<file path="src/rtl/pd_duty_controller.sv">
// Incremental PD speed-loop controller: a 4-state pipeline turns each sample_tick into a
// clamped duty update, and a free-running PWM counter drives pwm_out from that duty.
module pd_duty_controller #(
  parameter int SHIFT      = 2,
  parameter int DUTY_MAX   = 1023,
  parameter int PWM_PERIOD = 1024
) (
  input  logic       clk,
  input  logic       rst_n,
  input  logic       enable,
  input  logic       sample_tick,
  input  logic [9:0] target_vel,
  input  logic [9:0] current_vel,
  input  logic [3:0] Kp,
  input  logic [3:0] Kd,
  output logic [9:0] duty,
  output logic       duty_valid,
  output logic       busy,
  output logic       pwm_out
);

  typedef enum logic [1:0] {
    IDLE = 2'd0,
    ERR  = 2'd1,
    MUL  = 2'd2,
    SUM  = 2'd3
  } state_t;

  localparam logic signed [17:0] DUTY_MAX_S = 18'(DUTY_MAX);
  localparam logic [9:0]         CNT_LAST   = 10'(PWM_PERIOD - 1);

  state_t             state_reg;
  logic [9:0]         tgt_reg;
  logic [9:0]         cur_reg;
  logic [3:0]         kp_reg;
  logic [3:0]         kd_reg;
  logic signed [10:0] error_reg;
  logic signed [10:0] prev_error_reg;
  logic signed [11:0] d_err_reg;
  logic signed [15:0] p_reg;
  logic signed [15:0] d_reg;
  logic [9:0]         duty_reg;
  logic               duty_valid_reg;
  logic               busy_reg;

  logic [9:0]         cnt_reg;
  logic [10:0]        active_duty_reg;
  logic               enable_reg;

  // ERR stage arithmetic
  logic signed [10:0] error_next;
  logic signed [11:0] d_err_next;

  assign error_next = $signed({1'b0, tgt_reg}) - $signed({1'b0, cur_reg});
  assign d_err_next = $signed({error_next[10], error_next})
                    - $signed({prev_error_reg[10], prev_error_reg});

  // MUL stage: gains are unsigned, so they are zero-extended into the signed product
  logic signed [15:0] kp_ext;
  logic signed [15:0] kd_ext;
  logic signed [15:0] error_ext;
  logic signed [15:0] d_err_ext;
  logic signed [15:0] p_next;
  logic signed [15:0] d_next;

  assign kp_ext    = $signed({12'd0, kp_reg});
  assign kd_ext    = $signed({12'd0, kd_reg});
  assign error_ext = $signed({{5{error_reg[10]}}, error_reg});
  assign d_err_ext = $signed({{4{d_err_reg[11]}}, d_err_reg});
  assign p_next    = kp_ext * error_ext;
  assign d_next    = kd_ext * d_err_ext;

  // SUM stage: one extra bit keeps p+d from overflowing before the shift
  logic signed [16:0] pd_sum;
  logic signed [16:0] pd_shift;
  logic signed [17:0] acc;
  logic [9:0]         duty_clamped;

  assign pd_sum   = $signed({p_reg[15], p_reg}) + $signed({d_reg[15], d_reg});
  assign pd_shift = pd_sum >>> SHIFT;
  assign acc      = $signed({8'd0, duty_reg}) + $signed({pd_shift[16], pd_shift});

  always_comb begin
    duty_clamped = acc[9:0];
    if (acc < 18'sd0) begin
      duty_clamped = 10'd0;
    end else if (acc > DUTY_MAX_S) begin
      duty_clamped = DUTY_MAX_S[9:0];
    end
  end

  always_ff @(posedge clk or negedge rst_n) begin
    if (!rst_n) begin
      state_reg      <= IDLE;
      tgt_reg        <= '0;
      cur_reg        <= '0;
      kp_reg         <= '0;
      kd_reg         <= '0;
      error_reg      <= '0;
      prev_error_reg <= '0;
      d_err_reg      <= '0;
      p_reg          <= '0;
      d_reg          <= '0;
      duty_reg       <= '0;
      duty_valid_reg <= 1'b0;
      busy_reg       <= 1'b0;
    end else begin
      duty_valid_reg <= 1'b0;
      if (!enable) begin
        // Abandon any in-flight update; the loop restarts with no derivative history
        state_reg      <= IDLE;
        busy_reg       <= 1'b0;
        prev_error_reg <= '0;
      end else begin
        case (state_reg)
          IDLE: begin
            if (sample_tick) begin
              tgt_reg   <= target_vel;
              cur_reg   <= current_vel;
              kp_reg    <= Kp;
              kd_reg    <= Kd;
              state_reg <= ERR;
              busy_reg  <= 1'b1;
            end
          end
          ERR: begin
            error_reg <= error_next;
            d_err_reg <= d_err_next;
            state_reg <= MUL;
          end
          MUL: begin
            p_reg     <= p_next;
            d_reg     <= d_next;
            state_reg <= SUM;
          end
          SUM: begin
            duty_reg       <= duty_clamped;
            duty_valid_reg <= 1'b1;
            prev_error_reg <= error_reg;
            state_reg      <= IDLE;
            busy_reg       <= 1'b0;
          end
          default: begin
            state_reg <= IDLE;
            busy_reg  <= 1'b0;
          end
        endcase
      end
    end
  end

  // Active duty only reloads at the period boundary so pwm_out never glitches mid-period
  always_ff @(posedge clk or negedge rst_n) begin
    if (!rst_n) begin
      cnt_reg         <= '0;
      active_duty_reg <= '0;
      enable_reg      <= 1'b0;
    end else begin
      enable_reg <= enable;
      if (cnt_reg == CNT_LAST) begin
        cnt_reg         <= '0;
        active_duty_reg <= {1'b0, duty_reg};
      end else begin
        cnt_reg <= cnt_reg + 10'd1;
      end
    end
  end

  assign pwm_out    = ({1'b0, cnt_reg} < active_duty_reg) && enable_reg;
  assign duty       = duty_reg;
  assign duty_valid = duty_valid_reg;
  assign busy       = busy_reg;

endmodule

</file>
<file path="config.mk">
export PLATFORM = sky130hd
export DESIGN_NAME = pd_duty_controller
export DESIGN_NICKNAME = d
export VERILOG_FILES = /design/src/rtl/pd_duty_controller.sv
export SDC_FILE = /design/constraint.sdc
export NUM_CORES = 1
export LEC_CHECK = 0
export CORE_UTILIZATION = 50
export CTS_CLUSTER_DIAMETER = 50
export DETAILED_ROUTE_END_ITERATION = 6
export GPL_TIMING_DRIVEN = 0
export PLACE_DENSITY = 0.72
export SLEW_MARGIN = 20
export SYNTH_ARGS = -nofsm -noshare
export SYNTH_HDL_FRONTEND = slang
export SYNTH_SLANG_ARGS = --single-unit
</file>
<file path="constraint.sdc">
create_clock -name clk -period 3.84 [get_ports clk]
set_input_delay 0.768 -clock clk [delete_from_list [all_inputs] [get_ports clk]]
set_output_delay 0.768 -clock clk [all_outputs]
set_load 0.05 [all_outputs]
</file>
* Word level (Yosys, flattened, before mapping)
Index checks and enable logic that the tools add are counted.
Storage, ports and cells: register bits after elaboration 129, logic and storage cells 53
Cells by class: reductions and logical operators 7, order comparisons 3, mux-type cells 13, add/sub/neg operators 5, eq/ne operators 7, multiply operators 2
Operators with widths (count):
- 2-to-1 mux 10 bit | 3
- 2-to-1 mux 11 bit | 2
- adder 16 x 16 -> 17 bit | 1
- adder 11 x 15 -> 16 bit | 1
- > comparator 16 x 11 -> 1 bit (second input constant) | 1
- < comparator 16 x 1 -> 1 bit (second input constant) | 1
- multiplier 5 x 11 -> 16 bit | 1
- multiplier 5 x 12 -> 16 bit | 1
- subtractor 11 x 11 -> 12 bit | 1
- subtractor 10 x 10 -> 11 bit | 1
- adder 10 x 1 -> 10 bit (second input constant) | 1
- == test 10 bit (second input constant) | 1
- < comparator 10 bit | 1
- case mux 2 bit (4 select lines) | 1
- AND reduction 2 bit | 4
- == test 2 bit (second input constant) | 2
- 2-to-1 mux 1 bit | 4
- 2-to-1 mux 2 bit | 2
- != test 3 x 1 -> 1 bit (second input constant) | 1
- != test 3 bit (second input constant) | 1
- AND reduction 3 bit | 1
- == test 2 x 1 -> 1 bit (second input constant) | 1
- logical NOT 2 bit | 1
- != test 2 x 1 -> 1 bit (second input constant) | 1
- other kinds (2) | 2

* Logic depth before layout (Yosys ltp)
Gate-level depths: netlist (run 1).
depth in word-level cells 5, mapped depth 17, depth with buffers taken out 17

* Least setup slack after synthesis (run 1)
Ideal clock, no wire load.
path type reg-to-reg, from register kd_reg[2], to register d_reg[15], setup time 0.125 ns, cell stages (with the launch flop) 17, slack -0.110 ns, data arrival time 3.825 ns, clock period less this slack 3.950 ns, required time 3.715 ns, path buffers 1, cell sequence dfrtp_1 -> clkbuf_1 -> and2_1 -> ha_1 -> inv_1 -> fa_1 -> fa_1 -> inv_1 -> ha_1 -> a21oi_1 -> nor2b_1 -> o21a_1 -> o41ai_2 -> o211ai_1 -> a41oi_1 -> xnor2_1 -> mux2_2
On the way: longest elaborated chain between the ends 1
Ends and longest elaborated chain:
- start: declaration | RTL line 36 | logic [3:0] kd_reg;
- start signal: assignment | RTL line 121 | kd_reg <= Kd;
- multiplier 5 x 12 -> 16 bit | RTL line 71 | assign d_next = kd_ext * d_err_ext;
- end signal: assignment | RTL line 133 | d_reg <= d_next;
- end: declaration | RTL line 41 | logic signed [15:0] d_reg;
No other way between the ends. A chain may end at the register's enable or synchronous reset.

* Final worst setup path (run 1)
from register kd_reg[3], to register d_reg[15]
The elaborated chain is that of the path after synthesis.

==> results of run 1 <==
-- repair_timing --
action	CTS	global route
endpoints found under the setup margin	21	23
cloned	0	1
gates resized for setup	47	48
pin swaps	34	49
buffers inserted	22	15
hold endpoints to repair	0	0
-- metrics by stage --
stage	cells	setup WS, ns	setup TNS [ns]
after floorplan	1077	0.00366	0
after global placement	1391	-3.02	-389.38
after detailed placement	1392	-0.470	-3.28
after CTS	1444	0.00126	0
after global routing	1460	-0.0783	-0.678
final	1460	0.0887	0
-- final cells by class --
cell class	instances	share of cell area
well taps	270	0.0268
inverters	153	0.0456
clock buffers	21	0.0373
multi-input cells	768	0.551
plain buffers	26	0.0103
repair buffers	82	0.0608
flip-flops and latches	129	0.256
clock inverters	11	0.0120
-- critical path, stage by stage (launching register included) --
cell      delay (ns)
dfrtp_1         0.42
clkbuf_8        0.16
and2_1          0.15
ha_1            0.28
inv_1           0.05
fa_1            0.52
inv_1           0.05
fa_1            0.51
ha_2            0.36
nor2_1          0.07
nor2_2          0.14
o41ai_4         0.10
o211ai_1        0.23
a41oi_2         0.14
xnor2_1         0.16
mux2_4          0.27
-- final timing paths --
check / start / end / slack [ns] / cells after the start
worst max-delay path: kd_reg[3] / d_reg[15] / 0.09 / 15
worst min-delay path: rst_n / cnt_reg[7] / 0.19 / 1
worst max register to register: kd_reg[3] / d_reg[15] / 0.09 / 15
worst min register to register: d_reg[10] / d_reg[10] / 0.50 / 2
max in group asynchronous: rst_n / kp_reg[3] / 2.84 / 2
min in group clk: d_reg[10] / d_reg[10] / 0.50 / 2
-- kinds of logic (layout without fill, tap and decap cells) --
kind of cell               after synthesis  in the layout
AOI/OAI and AO/OA                      177            178
xor gates and xnor gates                68             68
adders and majority gates              171            171
buffers and inverters                  181            293
DFF                                    129            129
muxes                                   62             62
and+or+nand+nor                        289            289
-- cell usage in the layout, fill, tap and decap left out, drive strengths merged, types with 2 or more instances in the layout --
| master | count |
|---|---|
| nor2 | 41 |
| buf | 41 |
| dfrtp | 129 |
| nand2 | 93 |
| o21bai | 8 |
| clkinvlp | 4 |
| or3 | 3 |
| nand2b | 8 |
| ha | 121 |
| xnor2 | 42 |
| a21o | 13 |
| nor3 | 12 |
| clkinv | 2 |
| o211ai | 7 |
| a21boi | 3 |
| a211oi | 5 |
| nor2b | 24 |
| a211o | 2 |
| mux2i | 16 |
| or2 | 3 |
| clkdlybuf4s50 | 42 |
| o21ai | 63 |
| o31ai | 3 |
| o41ai | 2 |
| a41oi | 4 |
| and2 | 72 |
| fa | 50 |
| nand3 | 17 |
| o221a | 10 |
| bufinv | 3 |
| inv | 155 |
| and3 | 7 |
| clkbuf | 45 |
| o21a | 8 |
| a31oi | 6 |
| xor2 | 26 |
| nor3b | 2 |
| nand4 | 5 |
| a21oi | 39 |
| mux2 | 46 |
-- layer usage --
metal | vias to the layer above | global-route usage | wire, um
met5 | - | 0 | 0
met3 | 44 | 0.0342 | 437
met1 | 3691 | 0.247 | 9710
li1 | 3777 | - | -
met4 | 0 | 0.0979 | 754
met2 | 111 | 0.378 | 11200
==> metrics, run 1 <==
CTS tree=yes; RSZ-0062 raised after global routing=yes; share of the synthesized area in the top cell type=0.312; largest net degree at the start of global routing=100; final core utilization=0.621; via/cell ratio=5.22; Port Buffers=44; Hold Crit Class=in -> async; DRC=0; Starting Density=0.510; cell taking the most area after synthesis=dfrtp_1; total track usage=0.211; min cycle time layout=3.75 ns; area of the multi-input gates=6940 um^2; Layout area overhead=21.6%; Wirelength per Cell=15.1 um; Post-synth EDFFs=0; CTS clock-pin slew for the worst setup and hold paths=0.06 ns; hold-fix buffers at CTS=0; post-synth cell types=54; synthesized net count=1280; Final #Nets=1380; Fmax achieved=267 MHz; Rel. slew slack=0.488; warnings from Yosys=0; die height=146 um; register area share after synthesis=0.312; Async SR Flop Fraction=1.00; main flop type after synthesis=dfrtp_1; Synth Area in Simple Gates=0.140; FF+latch area=3230 um^2; clk sinks=129; final-report max-slew violation count=0; worst-skew pair later-pin latency=0.42 ns; FF+latch count, synth=129; Horiz. Die Dim=146 um; Cells after Synth=1077; worst setup path class=reg -> reg; Longest Clk Path Bufs=2; critical path arrival=4.05 ns; Synth Area in Compound Gates=0.115; share of layout cells above drive strength 1=0.174; Pre-antenna DRT Iters=4; Fill cells=1660; final hold violation count=0; vias in the first global route=7914; top cells by count, synth=153 x inv_1, 129 x dfrtp_1, 121 x ha_1; initial antenna violation count=0; Final HPWL DP=16300 um; worst hold slack=0.193 ns; post-synthesis mux area share=0.0655; H-tree level count=4; Final Cell Area=12600 um^2; CTS root buffer=clkbuf_16; total wire length=22100 um; number of core rows=52; placed cell areas=11200 um^2; final setup fails=0; Final Wtd Congestion=0.848; type of origin of the critical path=register; crit end category=register; antenna diode count=0; die area=21300 um^2; Ports=45; Mapped Area=10400 um^2; Layout Skew=0.0108 ns; Avg Cell Area, Syn=9.62 um^2; total CTS buffers=17; Core Region=20300 um^2; most frequent cell after synthesis=inv_1; first-pass GRT wire length=36200 um; total global routing overflow=0; via count=7623; critical path data required time=4.14 ns; initial drt markers=259; synth top area cells=dfrtp_1 31%, ha_1 15%, fa_1 9.7%; main combinational cell family by area after synthesis=adder cells; Max Cap Viol=0; Synth Area in Adders=0.243; status=finished, final reports clean; post-route ant nets=0; crit path max fanout=5; Final Cycle Share=0.977; worst slew pin tran=0.767 ns; xor/xnor share of the synthesized area=0.0589
Power of run 1 is not shown: default switching activity piles up to over one toggle a cycle in this logic, so the estimate is an artifact.
==> run 2: changes to the inputs <==
--- a/config.mk
+++ b/config.mk
@@ -5,11 +5,13 @@
 export SDC_FILE = /design/constraint.sdc
 export NUM_CORES = 1
 export LEC_CHECK = 0
+export ABC_AREA = 1
 export CORE_UTILIZATION = 50
+export CTS_BUF_LIST = sky130_fd_sc_hd__clkbuf_4 sky130_fd_sc_hd__clkbuf_8
 export CTS_CLUSTER_DIAMETER = 50
 export DETAILED_ROUTE_END_ITERATION = 6
 export GPL_TIMING_DRIVEN = 0
-export PLACE_DENSITY = 0.72
+export PLACE_DENSITY = 0.7
 export SLEW_MARGIN = 20
 export SYNTH_ARGS = -nofsm -noshare
 export SYNTH_HDL_FRONTEND = slang
==> constraint.sdc (replaced) <==
create_clock -name clk -period 4.7 [get_ports clk]
set_input_delay 0.94 -clock clk [delete_from_list [all_inputs] [get_ports clk]]
set_output_delay 0.94 -clock clk [all_outputs]
set_load 0.05 [all_outputs]
==> run 2 against run 1 <==
Flip-flop and latch count is the same. Sequential share of layout area is 1.1 points higher. Via count increased by 16%. Non-clock buffer count shrank 37. Worst setup slack improved by 0.29 ns. Utilization fell by 5.2 points. Largest cell class unchanged.
==> metrics, run 2 <==
status=finished, final reports clean (unchanged); Final #Nets=1697 (was 1380); Final Cycle Share=0.919 (was 0.977); total CTS buffers=17 (unchanged); worst slew pin tran=0.717 ns (was 0.767 ns); antenna diode count=0 (unchanged); Fill cells=1985 (was 1660); crit path max fanout=10 (was 5); Max Cap Viol=0 (unchanged); RR Startpoint=kp_reg[2] (was kd_reg[3]); Cells after Synth=1430 (was 1077); Reg2Reg Depth=19 (was 15); critical path arrival=4.62 ns (was 4.05 ns); total global routing overflow=0 (unchanged); post-route ant nets=0 (unchanged); die height=150 um (was 146 um); initial antenna violation count=0 (unchanged); post-synth cell types=42 (was 54); min cycle time layout=4.32 ns (was 3.75 ns); crit path from=kp_reg[2] (was kd_reg[3]); crit end category=register (unchanged); Wirelength per Cell=12.8 um (was 15.1 um); critical path data required time=5.00 ns (was 4.14 ns); Fmax achieved=232 MHz (was 267 MHz); setup_tns=0 ns (unchanged); final-report max-slew violation count=0 (unchanged); DRC=0 (unchanged); Hold Crit Class=in -> async (unchanged); via/cell ratio=4.96 (was 5.22); type of origin of the critical path=register (unchanged); H-tree level count=4 (unchanged); synthesized net count=1633 (was 1280); FF+latch count, synth=129 (unchanged); top cells by count, synth=404 x nand2_1, 296 x inv_1, 129 x dfrtp_1 (was 153 x inv_1, 129 x dfrtp_1, 121 x ha_1); die area=22400 um^2 (was 21300 um^2); Rel. slew slack=0.522 (was 0.488); Async SR Flop Fraction=1.00 (unchanged); Setup Buffers After CTS=0 (was 22); xor/xnor share of the synthesized area=0.0418 (was 0.0589); Final HPWL DP=18700 um (was 16300 um); Longest Clk Path Bufs=2 (unchanged); via count=8836 (was 7623); final setup fails=0 (unchanged); Layout area overhead=10.8% (was 21.6%); worst setup path class=reg -> reg (unchanged); CTS clock-pin slew for the worst setup and hold paths=0.09 ns (was 0.06 ns); Synth Area in Simple Gates=0.204 (was 0.140); main flop type after synthesis=dfrtp_1 (unchanged); warnings from Yosys=0 (unchanged); total track usage=0.223 (was 0.211); Port Buffers=44 (unchanged); hold-fix buffers at CTS=0 (unchanged); CTS tree=yes (unchanged); post-synthesis mux area share=0.0176 (was 0.0655); worst-skew pair later-pin latency=0.45 ns (was 0.42 ns); Ports=45 (unchanged); CTS root buffer=clkbuf_8 (was clkbuf_16); Core Region=21200 um^2 (was 20300 um^2); share of layout cells above drive strength 1=0.0518 (was 0.174); initial drt markers=326 (was 259); Synth Area in Compound Gates=0.0964 (was 0.115); Mapped Area=10900 um^2 (was 10400 um^2); commonest cells after routing, fill and taps aside=404 x nand2_1, 296 x inv_1, 129 x dfrtp_1 (was 144 x inv_1, 127 x dfrtp_1, 98 x ha_1); Post-synth EDFFs=0 (unchanged); Horiz. Die Dim=150 um (was 146 um); Synth Area in Adders=0.231 (was 0.243); main combinational cell family by area after synthesis=adder cells (unchanged); largest net degree at the start of global routing=69 (was 100); number of core rows=53 (was 52); most frequent cell after synthesis=nand2_1 (was inv_1); end of the critical path=p_reg[13] (was d_reg[15]); Layout Skew=0.0188 ns (was 0.0108 ns); final hold violation count=0 (unchanged); total wire length=22800 um (was 22100 um); RSZ-0062 raised after global routing=no (was yes); share of the synthesized area in the top cell type=0.296 (was 0.312); most common cell after layout, fill and taps aside=nand2_1 (was inv_1); cell taking the most area after synthesis=dfrtp_1 (unchanged); vias in the first global route=8684 (was 7914); R2R setup slack=0.38 ns (was 0.09 ns); Critical R2R Capture=p_reg[13] (was d_reg[15]); Avg Cell Area, Syn=7.62 um^2 (was 9.62 um^2); Pre-antenna DRT Iters=6 (was 4); first-pass GRT wire length=39700 um (was 36200 um); synth top area cells=dfrtp_1 30%, nand2_1 14%, ha_1 14% (was dfrtp_1 31%, ha_1 15%, fa_1 9.7%); clk sinks=129 (unchanged); CTS resizes=0 (was 47); Starting Density=0.514 (was 0.510); Final Wtd Congestion=0.869 (was 0.848); register area share after synthesis=0.296 (was 0.312)
[run 2: cell count changes after synthesis, moves of 24 or more]
cell	previous run	this run
nand2_1	93	404
nor2b_1	24	0
nand3_1	16	45
xnor2_1	41	17
inv_1	153	296
and2_1	72	0
mux2_2	46	17
a21oi_1	38	72
[run 2: cell type report]
type | instances | area [um^2] | area share
tap | 275 | 344 | 0.0285
timing repair buffer | 45 | 473 | 0.0392
clock buffer | 19 | 255 | 0.0211
multi-input combinational | 973 | 6440 | 0.533
buffer | 26 | 105 | 0.00870
clock inverter | 13 | 103 | 0.00849
inverter | 302 | 1130 | 0.0939
sequential | 129 | 3230 | 0.267
[run 2: worst max-delay path, cell delays in order, from the launching register on]
cell,delay [ns]
dfrtp_1,0.38
clkbuf_1,0.37
nand2_1,0.09
inv_1,0.07
ha_1,0.22
inv_1,0.08
fa_1,0.41
fa_1,0.54
inv_1,0.04
ha_1,0.34
a21oi_1,0.14
nand2_1,0.08
nand2_1,0.08
nand2_1,0.06
a21oi_1,0.23
o21ai_0,0.17
a21boi_0,0.26
o21ai_0,0.14
xnor2_1,0.35
o21ai_0,0.13
[run 2: worst min path at each step]
stage	startpoint	endpoint
6_report	rst_n	cnt_reg[2]
3_5_place_dp	active_duty_reg[0]	active_duty_reg[0]
3_3_place_gp	active_duty_reg[0]	active_duty_reg[0]
5_1_grt	rst_n	cnt_reg[4]
4_1_cts	rst_n	cnt_reg[4]
2_1_floorplan	active_duty_reg[0]	active_duty_reg[0]
[run 2: kinds of logic after synthesis]
family / count (synthesis)
xor+xnor: 52
mux: 17
compound gates: 188
buf+inv: 328
flops: 129
fa+ha+maj: 171
simple gates: 545
[run 2: layer usage]
layer	share of wire	track usage	wire length, um
met4	0.024	0.0788	544
met1	0.47	0.280	10600
met5	0	0	0
met2	0.48	0.385	11000
met3	0.027	0.0354	609
[run 2: per-stage QoR]
| stage | cell area [um^2] | util | setup slack (ns) | instances | hold slack [ns] |
|---|---|---|---|---|---|
| 2_1_floorplan | 10900 | - | 1.01 | 1430 | 0.436 |
| 3_3_place_gp | 11700 | 0.551 | -2.44 | 1749 | 0.451 |
| 3_5_place_dp | 11700 | 0.552 | 0.396 | 1750 | 0.454 |
| 4_1_cts | 12100 | 0.569 | 0.355 | 1782 | 0.439 |
| 5_1_grt | 12100 | 0.569 | 0.0163 | 1782 | 0.453 |
| 6_report | 12100 | 0.569 | 0.383 | 1782 | 0.437 |
Power of run 2 is left out for the same reason.
